## config.mk

```make
export PLATFORM = sky130hd
export DESIGN_NAME = dtree_seq_ctrl
export DESIGN_NICKNAME = d
export VERILOG_FILES = /design/src/rtl/dtree_pkg.sv /design/src/rtl/dtree_feat_rf.sv /design/src/rtl/dtree_seq_ctrl.sv
export SDC_FILE = /design/constraint.sdc
export NUM_CORES = 1
export LEC_CHECK = 0
export CORE_MARGIN = 2
export CORE_UTILIZATION = 24
export DETAILED_ROUTE_END_ITERATION = 16
export DONT_BUFFER_PORTS = 1
export PLACE_DENSITY_LB_ADDON = 0.2
export SLEW_MARGIN = 20
export SYNTH_ARGS = -nofsm -noshare
export SYNTH_HDL_FRONTEND = slang
export SYNTH_SLANG_ARGS = --single-unit
```

## constraint.sdc

```tcl
create_clock -name clk -period 2.8 [get_ports clk]
set_input_delay 0.56 -clock clk [delete_from_list [all_inputs] [get_ports clk]]
set_output_delay 0.56 -clock clk [all_outputs]
set_load 0.01 [all_outputs]
```

## src/rtl/dtree_pkg.sv

```systemverilog
// Shared types and default widths for the sequential decision-tree controller.
// The node record matches the port bundle driven by an external node table.
package dtree_pkg;

  localparam int DEF_N_FEAT    = 16;
  localparam int DEF_FEAT_W    = 8;
  localparam int DEF_CLASS_W   = 4;
  localparam int DEF_NODE_W    = 6;
  localparam int DEF_MAX_DEPTH = 8;
  localparam int DEF_FI_W      = $clog2(DEF_N_FEAT);

  typedef enum logic [1:0] {
    ST_LOAD = 2'd0,
    ST_EVAL = 2'd1,
    ST_DONE = 2'd2
  } state_t;

  typedef struct packed {
    logic                   leaf;
    logic [DEF_FI_W-1:0]    feat;
    logic [DEF_FEAT_W-1:0]  thr;
    logic [DEF_NODE_W-1:0]  left;
    logic [DEF_NODE_W-1:0]  right;
    logic [DEF_CLASS_W-1:0] cls;
  } node_t;

endpackage

```

## src/rtl/dtree_feat_rf.sv

```systemverilog
// Feature register file: one write port fed by the load stream, one
// combinational read port indexed by the current node's feature field.
module dtree_feat_rf
  import dtree_pkg::*;
#(
  parameter int N_FEAT = DEF_N_FEAT,
  parameter int FEAT_W = DEF_FEAT_W,
  localparam int FI_W  = (N_FEAT > 1) ? $clog2(N_FEAT) : 1
) (
  input  logic              clk,
  input  logic              clr,
  input  logic              we,
  input  logic [FI_W-1:0]   waddr,
  input  logic [FEAT_W-1:0] wdata,
  input  logic [FI_W-1:0]   raddr,
  output logic [FEAT_W-1:0] rdata
);

  logic [FEAT_W-1:0] mem_r [N_FEAT];
  logic [FEAT_W-1:0] rdata_s;

  // Storage: synchronous clear of every entry, otherwise write the addressed entry.
  always_ff @(posedge clk) begin
    if (clr) begin
      for (int i = 0; i < N_FEAT; i++) begin
        mem_r[i] <= '0;
      end
    end else if (we) begin
      for (int i = 0; i < N_FEAT; i++) begin
        if (waddr == FI_W'(i)) begin
          mem_r[i] <= wdata;
        end
      end
    end
  end

  // Read mux as an AND-OR tree; an index with no matching entry reads as zero.
  always_comb begin
    rdata_s = '0;
    for (int i = 0; i < N_FEAT; i++) begin
      rdata_s = rdata_s | (mem_r[i] & {FEAT_W{raddr == FI_W'(i)}});
    end
  end

  assign rdata = rdata_s;

endmodule

```

## src/rtl/dtree_seq_ctrl.sv

```systemverilog
// Sequential decision-tree evaluator: serial feature load, one node visit per
// cycle through a shared comparator, result returned on a valid/ready port.
module dtree_seq_ctrl
  import dtree_pkg::*;
#(
  parameter int N_FEAT    = DEF_N_FEAT,
  parameter int FEAT_W    = DEF_FEAT_W,
  parameter int CLASS_W   = DEF_CLASS_W,
  parameter int NODE_W    = DEF_NODE_W,
  parameter int MAX_DEPTH = DEF_MAX_DEPTH,
  localparam int FI_W     = (N_FEAT > 1) ? $clog2(N_FEAT) : 1
) (
  input  logic               clk,
  input  logic               rst,
  input  logic               in_valid,
  output logic               in_ready,
  input  logic [FEAT_W-1:0]  in_data,
  output logic [NODE_W-1:0]  node_addr,
  input  logic               nd_leaf,
  input  logic [FI_W-1:0]    nd_feat,
  input  logic [FEAT_W-1:0]  nd_thr,
  input  logic [NODE_W-1:0]  nd_left,
  input  logic [NODE_W-1:0]  nd_right,
  input  logic [CLASS_W-1:0] nd_class,
  output logic               out_valid,
  input  logic               out_ready,
  output logic [CLASS_W-1:0] out_class,
  output logic               out_err,
  output logic               busy
);

  localparam int DEPTH_W = (MAX_DEPTH > 1) ? $clog2(MAX_DEPTH) : 1;
  localparam logic [DEPTH_W-1:0] DEPTH_LAST = DEPTH_W'(MAX_DEPTH - 1);
  localparam logic [FI_W-1:0]    BEAT_LAST  = FI_W'(N_FEAT - 1);

  state_t               state_r;
  logic [FI_W-1:0]      count_r;
  logic [NODE_W-1:0]    node_addr_r;
  logic [DEPTH_W-1:0]   depth_r;
  logic [CLASS_W-1:0]   out_class_r;
  logic                 out_err_r;

  logic                 feat_we_s;
  logic [FEAT_W-1:0]    feat_rd_s;
  logic                 bad_feat_s;
  logic                 take_left_s;

  assign feat_we_s   = (state_r == ST_LOAD) && in_valid;
  // Widened so the range test stays meaningful when N_FEAT is not a power of two.
  assign bad_feat_s  = (32'(nd_feat) >= 32'(N_FEAT));
  assign take_left_s = (feat_rd_s <= nd_thr);

  dtree_feat_rf #(
    .N_FEAT (N_FEAT),
    .FEAT_W (FEAT_W)
  ) u_feat_rf (
    .clk   (clk),
    .clr   (rst),
    .we    (feat_we_s),
    .waddr (count_r),
    .wdata (in_data),
    .raddr (nd_feat),
    .rdata (feat_rd_s)
  );

  // Controller FSM: beat counting, tree walk with depth guard, result hold.
  always_ff @(posedge clk) begin
    if (rst) begin
      state_r     <= ST_LOAD;
      count_r     <= '0;
      node_addr_r <= '0;
      depth_r     <= '0;
      out_class_r <= '0;
      out_err_r   <= 1'b0;
    end else begin
      case (state_r)
        ST_LOAD: begin
          if (in_valid) begin
            if (count_r == BEAT_LAST) begin
              count_r     <= '0;
              node_addr_r <= '0;
              depth_r     <= '0;
              state_r     <= ST_EVAL;
            end else begin
              count_r <= count_r + FI_W'(1);
            end
          end
        end
        ST_EVAL: begin
          if (nd_leaf) begin
            out_class_r <= nd_class;
            out_err_r   <= 1'b0;
            state_r     <= ST_DONE;
          end else if (bad_feat_s || (depth_r == DEPTH_LAST)) begin
            out_class_r <= '0;
            out_err_r   <= 1'b1;
            state_r     <= ST_DONE;
          end else begin
            node_addr_r <= take_left_s ? nd_left : nd_right;
            depth_r     <= depth_r + DEPTH_W'(1);
          end
        end
        ST_DONE: begin
          if (out_ready) begin
            state_r <= ST_LOAD;
          end
        end
        default: begin
          state_r <= ST_LOAD;
        end
      endcase
    end
  end

  assign in_ready  = (state_r == ST_LOAD);
  assign busy      = (state_r != ST_LOAD);
  assign out_valid = (state_r == ST_DONE);
  assign node_addr = node_addr_r;
  assign out_class = out_class_r;
  assign out_err   = out_err_r;

endmodule

```

Yosys cells after proc, flatten, opt, wreduce, memory -nomap -nowiden
Memories as Yosys holds them, arrays and structs flattened.
Cells that the tools add are included.
Storage, ports and cells
  RAM bits: 128
  memories: 1
  bits of input ports: 41
  logic and storage cells: 211
  register bits: 20
  output and inout port bits: 14
Cells by class
  multiplexer cells: 104
  bitwise operators: 47
  add/subtract/negate cells: 2
  reduce and logical (&&, ||, !) cells: 11
  $lt $le $gt $ge: 1
  equality and inequality tests: 39
Memory list
  u_feat_rf.mem_r: words 16, width 8, read ports 16, clocked after memory_dff 0, wr ports 16, RTL line dtree_feat_rf.sv:19  | logic [FEAT_W-1:0] mem_r [N_FEAT];
Operators by type and width (number)
  8-bit AND: 16
  8-bit 2-to-1 mux: 16
  8-bit OR: 15
  1-bit 2-to-1 mux: 68
  4-bit equality test (second input constant): 16
  4-bit by 3-bit equality test with 1-bit output (second input constant): 8
  6-bit 2-to-1 mux: 5
  4-bit by 2-bit equality test with 1-bit output (second input constant): 4
  1-bit OR: 16
  3-bit 2-to-1 mux: 4
  4-bit 2-to-1 mux: 3
  6-bit case mux with 2 select lines: 1
  2-bit 2-to-1 mux: 5
  4-bit by 1-bit equality test with 1-bit output (second input constant): 2
  8-bit less-or-equal comparator: 1
  4-bit zero test: 2
  2-bit != test (second input constant): 3
  2-bit case mux with 3 select lines: 1
  3-bit case mux with 2 select lines: 1
  2-bit nonzero test: 3
  5-bit AND reduction: 1
  4-bit by 1-bit adder with 4-bit output (second input constant): 1
  2-bit by 1-bit != test with 1-bit output (second input constant): 2
  2-bit AND reduction: 2
  8 further kinds: 8

Depth between registers and ports, before layout
Gate-level depths: netlist of the first run.
  word-level depth: 22
  depth in mapped cells: 14

Hierarchy
From an unflattened synthesis of the first run, not the netlist that was laid out.
Second synthesis, totals
  cell total of the unflattened synthesis: 569
  area total of the unflattened synthesis: 6792.8 µm²
Modules (own cells, without submodules)
  dtree_feat_rf: sequential area each 3843.7 µm², cells an instance 421, times used 1, area an instance 5545.3 µm²
  dtree_seq_ctrl: sequential area each 400.4 µm², cells an instance 148, times used 1, area an instance 1247.4 µm²

Worst setup path before layout of the first run
OpenSTA, ideal clock, no wires.
  path type: input to register
  start point: input nd_feat[2]
  end point: register node_addr_r[0] (netlist: node_addr[0])
  stages: 13
  data required time: 2.721 ns
  setup time: 0.079 ns
  arrival: 2.660 ns
  path slack: 0.061 ns
  path buffers: 2
  cell sequence: buf_6 -> and2_1 -> buf_6 -> a221oi_1 -> o22ai_1 -> a21oi_1 -> nand2_1 -> ha_1 -> nor2b_1 -> o211ai_2 -> a21o_1 -> a32oi_1 -> o211ai_1
On the way
  word-level cells in the longest chain between the ends: 22
  elaborated cells between the ends (all ways): 52
  those cells by class: 1 x order compare; 15 x eq/ne; 4 x mux; 31 x bitwise; 1 x reduce/logical
RTL lines
  from (decl): RTL line dtree_seq_ctrl.sv:20  | input logic [FI_W-1:0] nd_feat,
  4-bit by 1-bit equality test with 1-bit output / 4-bit zero test (equally long branches): RTL line dtree_feat_rf.sv:41  | rdata_s = rdata_s | (mem_r[i] & {FEAT_W{raddr == FI_W'(i)}});
  8-bit AND: RTL line dtree_feat_rf.sv:41
  8-bit OR (14 in series): RTL line dtree_feat_rf.sv:41
  8-bit OR *: RTL line dtree_feat_rf.sv:41
  8-bit less-or-equal comparator *: RTL line dtree_seq_ctrl.sv:51  | assign take_left_s = (feat_rd_s <= nd_thr);
  6-bit 2-to-1 mux *: RTL line dtree_seq_ctrl.sv:99  | node_addr_r <= take_left_s ? nd_left : nd_right;
  6-bit 2-to-1 mux *: RTL line dtree_seq_ctrl.sv:94  | end else if (bad_feat_s || (depth_r == DEPTH_LAST)) begin
  6-bit 2-to-1 mux *: RTL line dtree_seq_ctrl.sv:90  | if (nd_leaf) begin
  6-bit case mux with 2 select lines *: RTL line dtree_seq_ctrl.sv:76  | case (state_r)
  to (signal assigned): RTL line dtree_seq_ctrl.sv:99
  to (decl): RTL line dtree_seq_ctrl.sv:38  | logic [NODE_W-1:0] node_addr_r;
Every way passes the cells marked *; elsewhere a longest branch is shown, timed or not. The select of a mux whose other input is x is not followed.
A chain may end at the register's enable or synchronous reset.

==> metrics.md, run 1 <==
| Metric | Value |
|---|---|
| CP Class | flop to flop |
| Slew headroom | 55.88% |
| Root Buffer | clkbuf_16 |
| Launch point of the worst hold path | rst |
| DRT antenna net count | 0 |
| Min cycle time layout | 2.608 ns |
| Share of layout cells above drive strength 1 | 18.28% |
| Post-Synth Adder-Cell Area | 2.497% |
| Core Region | 28700 µm² |
| Synth top area cells | edfxtp_1, nor2_1, dfxtp_1, ha_1, mux2_2 |
| Die Area | 30610 µm² |
| Post-DR wirelength/cell | 22.61 µm |
| WP data arrival | 2.95 ns |
| DR vias | 5032 |
| Initial antenna violation count | 0 |
| Final WS setup | 0.1920 ns |
| Postcts setup bufs | 0 |
| Tot GR Track Use | 15.17% |
| DR pass1 iterations | 6 |
| Diodes inserted | 0 |
| Hold Crit Class | input pin to flop |
| # nets final | 682 |
| Compound-Gate Fraction of Synth Area | 12.38% |
| Mapped cell area | 7014 µm² |
| Worst skew pair latency | 0.43 ns |
| Share of the synthesized area in the top cell type | 54.80% |
| Crit. End Element | flop |
| Ys flop type | edfxtp_1 |
| Required time of the critical path | 3.14 ns |
| Max Transition Viols Final | 0 |
| Post-Synth XOR/XNOR Area | 0.3746% |
| DR DRC count | 0 |
| Commonest cells post-synth | edfxtp_1, nor2_1, nand2_1 |
| Mux share of post-synthesis cell area | 3.746% |
| Initial Utilization | 24.44% |
| Deepest clock path buffer count | 2 |
| Post-synth cell types | 59 |
| Status | finished, final reports clean |
| P&R area growth vs syn | 18.00% |
| Cell count after synthesis | 603 |
| Worst r2r src | u_feat_rf.mem_r[0][15]$_SDFFCE_PN0P_ |
| # IOs | 55 |
| Syn avg cell area | 11.63 µm² |
| Tcrit/Tclk final | 93.14% |
| Metal-1 WL | 9.427 mm |
| Simple-Gate Fraction of Synth Area | 16.45% |
| Vias per cell | 4.914 |
| Flop-to-flop setup slack | 0.19 ns |
| Place WS | -0.5798 ns |
| # setup viols final | 0 |
| CTS Buf Count | 17 |
| Crit-path leading delay family | compound AO/OA/AOI/OAI gates |
| Register area share after synthesis | 60.51% |
| Synthesized flop and latch total | 148 |
| TritonCTS Sinks | 148 |
| Asr flop ratio synth | 0% |
| Synthesis Warnings | 0 |
| Largest net degree at the start of global routing | 39 |
| DP HPWL | 16.83 mm |
| Vias in the first global route | 5120 |
| Max FO, Critical Path | 6 |
| Most common cell in the netlist | edfxtp_1 |
| Placer Congestion | 0.8691 |
| Peak VDD IR | 0.4144 mV |
| Max-Cap Viols | 0 |
| Worst r2r path cells | 12 |
| H-tree lvl count | 4 |
| First-pass GRT wire length | 33.42 mm |
| CP max stage delay | 0.39 ns |
| Net count after synthesis | 658 |
| Fillcell total | 2956 |
| Critical path, cell by cell | mux2_2, a32oi_2, o21ai_1, o21ai_2, nand3_4, ha_4, nand4_1, nor2_2, buf_4, and2_1, o21ai_0, o211ai_1 |
| CP bufs+invs | 1 |
| Met2 Routed Length | 11.89 mm |
| End of the worst register-to-register path | node_addr[1]$_SDFFE_PP0P_ |
| PD cells | 650.0 nW/µm² |
| Sequential Area | 4244 µm² |
| Fin Setup TNS | 0 ns |
| Layout Skew | 0.01135 ns |
| Iteration-0 DRC Markers | 430 |
| PnR Total Power | 5.380 mW |
| Hold Path End | out_class[1]$_SDFFE_PP0P_ |
| Main combinational cell family by area after synthesis | simple AND/OR/NAND/NOR gates |
| Worst slew pin tran | 0.6618 ns |
| Port bufs | 0 |
| Met3 WL post-DR | 1.244 mm |
| Top Layer Used | met4 |
| Die H | 175.0 µm |
| Area of the multi-input gates | 2560 µm² |
| Leak | 2.956 nW |
| CP Launch Type | flop |
| Post-synth EDFFs | 128 |
| Highest-delay cell along the critical path | edfxtp_1 |
| Fmax | 383.4 MHz |
| Min Hold Slack | 0.1977 ns |
| Die X | 175.0 µm |
| RSZ-0062 raised after global routing | false |
| Hold Path Stages | 1 |
| CTS tree | done |
| Gr ovfl total | 0 |
| Total Wirelength | 23.15 mm |
| Final Hold Viols | 0 |
| FP Rows | 62 |
| Clk slew on worst S/H paths | 0.07 ns |
| Leading area contributor after synthesis | edfxtp_1 |
==> per-stage QoR <==
step	utilization, %	instance area, µm²	std cells
6_report	28.84	8277	1024
5_1_grt	28.84	8277	1024
4_1_cts	28.66	8225	1024
3_5_place_dp	26.50	7607	992
3_3_place_gp	26.50	7607	992
2_1_floorplan	-	7014	603
==> registers in the layout, indices dropped and copies added (netlist names) <==
signal,flops
u_feat_rf.mem_r,128
depth_r,3
node_addr,6
out_err,1
state_r,2
out_class,4
count_r,4
==> per-layer routing <==
metal	global-route usage, %	vias to the layer above
li1	-	2280
met1	18.25	2528
met2	26.96	192
met3	2.959	32
met4	5.347	0
met5	0	-
==> how the worst max path moves through the flow <==
stage | slack (ns) | to | depth (start not counted) | start
6_report | 0.19 | node_addr[1]$_SDFFE_PP0P_ | 12 | u_feat_rf.mem_r[0][15]$_SDFFCE_PN0P_
5_1_grt | 0.003 | node_addr[1]$_SDFFE_PP0P_ | 11 | u_feat_rf.mem_r[0][57]$_SDFFCE_PN0P_
4_1_cts | 0.02 | node_addr[4]$_SDFFE_PP0P_ | 12 | u_feat_rf.mem_r[0][15]$_SDFFCE_PN0P_
3_5_place_dp | -0.58 | node_addr[4]$_SDFFE_PP0P_ | 14 | nd_feat[3]
3_3_place_gp | -0.48 | node_addr[2]$_SDFFE_PP0P_ | 13 | nd_feat[3]
2_1_floorplan | 0.06 | node_addr[0]$_SDFFE_PP0P_ | 13 | nd_feat[2]
==> layout by cell type, fill, tap and decap left out, types with 12 or more instances in the layout <==
master	netlist	layout
nand2b_1	20	20
ha_1	14	13
a21oi_1	23	21
inv_1	21	21
buf_4	2	41
nand3_1	26	25
edfxtp_1	128	128
clkbuf_16	0	21
nand2_1	33	33
a32oi_1	14	13
nor2_1	108	106
dfxtp_1	20	20
mux2_2	12	12
a22oi_1	12	12
o21ai_0	20	17
==> logic make-up after synthesis <==
| family | Yosys count |
|---|---|
| buffers and inverters | 58 |
| multiplexers | 23 |
| adder cells (fa/ha/maj) | 14 |
| flip-flops | 148 |
| AND/OR/NAND/NOR | 236 |
| AO/OA/AOI/OAI | 121 |
| XOR/XNOR | 3 |
==> final cells by class <==
class	instances	share of cell area, %
inverter	22	0.9977
multi-input combinational	397	30.93
clock inverter	9	0.6954
clock buffer	23	6.576
timing repair buffer	41	3.719
tap	384	5.805
sequential	148	51.28
==> timing repair <==
item / CTS / global route
hold buffers: 0 / 0
gates resized for setup: 6 / 10
setup endpoints to repair: 6 / 6
pin swaps: 1 / 6
gates cloned: 0 / 0
==> report_power, final <==
| part | leakage [nW] | internal, mW | total (mW) | switching (mW) |
|---|---|---|---|---|
| Combinational | 1.19 | 0.188 | 0.500 | 0.312 |
| Sequential | 1.45 | 2.52 | 2.57 | 0.0562 |
| Clock | 0.308 | 1.37 | 2.30 | 0.931 |
(Power assumes the default switching activity.)
==> run 2: changes to the inputs <==
Settings changed: CORE_UTILIZATION 24 to 50.
==> run 2 against run 1 <==
  * Sequential power about the same
  * Die area decreased by 51%
  * Largest cell class unchanged
  * Critical path type unchanged
  * Design area decreased by 4.5%
  * Flip-flop and latch count unchanged
==> metrics.md, run 2 (synthesis gave the netlist of run 1 again) <==
| Metric | Value |
|---|---|
| Deepest clock path buffer count | 2 (unchanged) |
| Leak | 2.855 nW (-3.4%) |
| Total Wirelength | 20.01 mm (-14%) |
| Fin Setup TNS | 0 ns (unchanged) |
| Clock power share | 44.4% (+1.6 points) |
| Die Area | 14990 µm² (-51%) |
| Largest Register | u_feat_rf.mem_r |
| End of the worst register-to-register path | node_addr[2]$_SDFFE_PP0P_ |
| Die X | 122.4 µm (-30%) |
| Initial Utilization | 50.93% (+26 points) |
| Min Hold Slack | 0.2049 ns (+0.007257 ns) |
| # setup viols final | 0 (unchanged) |
| CP Launch Type | flop |
| P&R area growth vs syn | 12.67% |
| Hold buffers post-CTS | 0 (unchanged) |
| Fillcell total | 1158 (-61%) |
| Worst r2r path cells | 12 (unchanged) |
| CTS tree | done |
| Hold Path End | count_r[1]$_SDFFE_PP0P_ |
| DRT antenna net count | 0 (unchanged) |
| CP max stage delay | 0.38 ns (about the same) |
| Max Transition Viols Final | 0 (unchanged) |
| Required time of the critical path | 3.14 ns (about the same) |
| # nets final | 665 (-2.5%) |
| Commonest non-fill, non-tap cell in the layout | edfxtp_1 |
| Max FO, Critical Path | 6 (unchanged) |
| Worst skew pair latency | 0.42 ns (about the same) |
| Vias in the first global route | 4791 (-6.4%) |
| Most frequent cells in the layout | edfxtp_1, nor2_1, nand2_1 |
| Layout Cells excl Fill | 801 (-22%) |
| Port bufs | 0 (unchanged) |
| Vias per cell | 6.353 (+29%) |
| Status | finished, final reports clean |
| Min cycle time layout | 2.653 ns (+0.04481 ns) |
| CP bufs+invs | 1 (unchanged) |
| Final Hold Viols | 0 (unchanged) |
| FP Rows | 43 (-31%) |
| CTS Buf Count | 17 (unchanged) |
| H-tree lvl count | 4 (unchanged) |
| Worst slew pin tran | 0.7130 ns (+0.05125 ns) |
| Worst r2r src | u_feat_rf.mem_r[0][57]$_SDFFCE_PN0P_ |
| Hold Crit Class | input pin to flop |
| Flop pwr share | 47.0% (-0.9 points) |
| Hold Path Stages | 1 (unchanged) |
| Layout Skew | 0.008024 ns (-0.003329 ns) |
| Share of layout cells above drive strength 1 | 14.65% (-3.6 points) |
| Iteration-0 DRC Markers | 565 (+31%) |
| Core Region | 13770 µm² (-52%) |
| PD cells | 691.9 nW/µm² (+6.4%) |
| Root Buffer | clkbuf_16 |
| Placer Congestion | 0.9507 (+9.4%) |
| Largest register FFs | 128 (unchanged) |
| Combinational share of power | 8.6% (-0.7 points) |
| Clk slew on worst S/H paths | 0.06 ns (about the same) |
| Placed cell count | 771 (-22%) |
| Slew headroom | 52.37% (-3.5 points) |
| Tot GR Track Use | 27.65% (+12 points) |
| Post-DR wirelength/cell | 24.98 µm (+11%) |
| Highest-delay cell along the critical path | edfxtp_1 |
| Peak VDD IR | 0.3630 mV (-12%) |
| DR pass1 iterations | 7 (+1) |
| Gr ovfl total | 0 (unchanged) |
| First-pass GRT wire length | 29.55 mm (-12%) |
| Diodes inserted | 0 (unchanged) |
| Launch point of the worst hold path | rst |
| Net switching power | 1.212 mW (-6.7%) |
| Crit. End Element | flop |
| # IOs | 55 (unchanged) |
| Initial antenna violation count | 0 (unchanged) |
| Fmax | 377.0 MHz (-1.7%) |
| DP HPWL | 13.97 mm (-17%) |
| Critical path, cell by cell | mux2_4, a221oi_4, nor3_2, buf_4, a21oi_4, nand2_2, ha_4, nor2b_2, o211ai_2, a21o_1, a32oi_1, o211ai_1 |
| Flop-to-flop setup slack | 0.15 ns (-0.04 ns) |
| Sw Share | 22.17% (-2.0 points) |
| Largest net degree at the start of global routing | 39 (unchanged) |
| WP data arrival | 2.99 ns (+0.04 ns) |
| Crit-path leading delay family | compound AO/OA/AOI/OAI gates |
| DR vias | 5089 (+1.1%) |
| Pint | 4.255 mW (+4.3%) |
| Postcts setup bufs | 0 (unchanged) |
| Die H | 122.4 µm (-30%) |
| DR DRC count | 0 (unchanged) |
| Tcrit/Tclk final | 94.74% (+1.6 points) |
| Max-Cap Viols | 0 (unchanged) |
| CP Class | flop to flop |
| TritonCTS Sinks | 148 (unchanged) |
-- run 2: cell types whose count changed in the layout (fill, tap and decap cells not counted), moves of 3 or more --
cell,delta
clkbuf_16,-4
buf_4,-17
clkbuf_1,+3
o21ai_0,+3
bufinv_16,+5
inv_4,-4
-- run 2: worst max-delay path by stage --
stage / from / to / slack (ns) / depth (start not counted)
floorplan: nd_feat[2] / node_addr[0]$_SDFFE_PP0P_ / 0.06 / 13
global placement: nd_feat[2] / node_addr[3]$_SDFFE_PP0P_ / -0.09 / 13
detailed placement: nd_feat[2] / node_addr[0]$_SDFFE_PP0P_ / -0.20 / 12
CTS: u_feat_rf.mem_r[0][57]$_SDFFCE_PN0P_ / node_addr[0]$_SDFFE_PP0P_ / 0.02 / 12
global route: u_feat_rf.mem_r[0][79]$_SDFFCE_PN0P_ / node_addr[4]$_SDFFE_PP0P_ / -0.02 / 11
finish: u_feat_rf.mem_r[0][57]$_SDFFCE_PN0P_ / node_addr[2]$_SDFFE_PP0P_ / 0.15 / 12
-- run 2: worst reg2reg max path, stage by stage (launching register included) --
cell and delay [ns]:
edfxtp_1 0.38, mux2_4 0.29, a221oi_4 0.26, nor3_2 0.10
buf_4 0.15, a21oi_4 0.11, nand2_2 0.09, ha_4 0.23
nor2b_2 0.15, o211ai_2 0.21, a21o_1 0.27, a32oi_1 0.13
o211ai_1 0.20
-- run 2: cell type report --
type	count	area, µm²	share of cell area [%]
clock inverters	10	182.7	2.312
inverters	22	82.58	1.045
well taps	180	225.2	2.850
multi-input cells	397	2551	32.28
repair buffers	24	180.2	2.280
flip-flops and latches	148	4244	53.70
clock buffers	20	436.7	5.526
-- run 2: layer usage --
layer	vias up	GRT usage [%]	routed length (µm)	share of wire (%)
li1	2243	-	-	-
met1	2511	38.54	8372	42
met2	294	43.37	9448	47
met3	41	6.320	1765	8.8
met4	0	8.405	425	2.1
met5	-	0	0	0
-- run 2: what timing repair did --
item	CTS	global route
endpoints found under the hold margin	0	0
resized for setup	0	12
setup endpoints to repair	0	6
-- run 2: metrics by stage --
stage / utilization (%) / setup WS, ns / power (mW) / instance area [µm²]
3_5_place_dp: 52.41 / -0.1992 / 3.058 / 7218
3_3_place_gp: 52.41 / -0.09075 / 3.048 / 7218
2_1_floorplan: - / 0.06110 / 2.913 / 7014
4_1_cts: 56.90 / 0.02198 / 5.458 / 7838
5_1_grt: 57.38 / -0.02489 / 5.614 / 7903
6_report: 57.38 / 0.1472 / 5.467 / 7903
-- run 2: power by group through the flow --
| stage | Sequential (mW) | Clock (mW) | Combinational, mW |
|---|---|---|---|
| final | 2.57 | 2.43 | 0.472 |
| after global routing | 2.57 | 2.53 | 0.506 |
| after CTS | 2.57 | 2.44 | 0.448 |
| after detailed placement | 2.61 | 0 | 0.445 |
| after global placement | 2.61 | 0 | 0.436 |
| after floorplan | 2.58 | 0 | 0.330 |
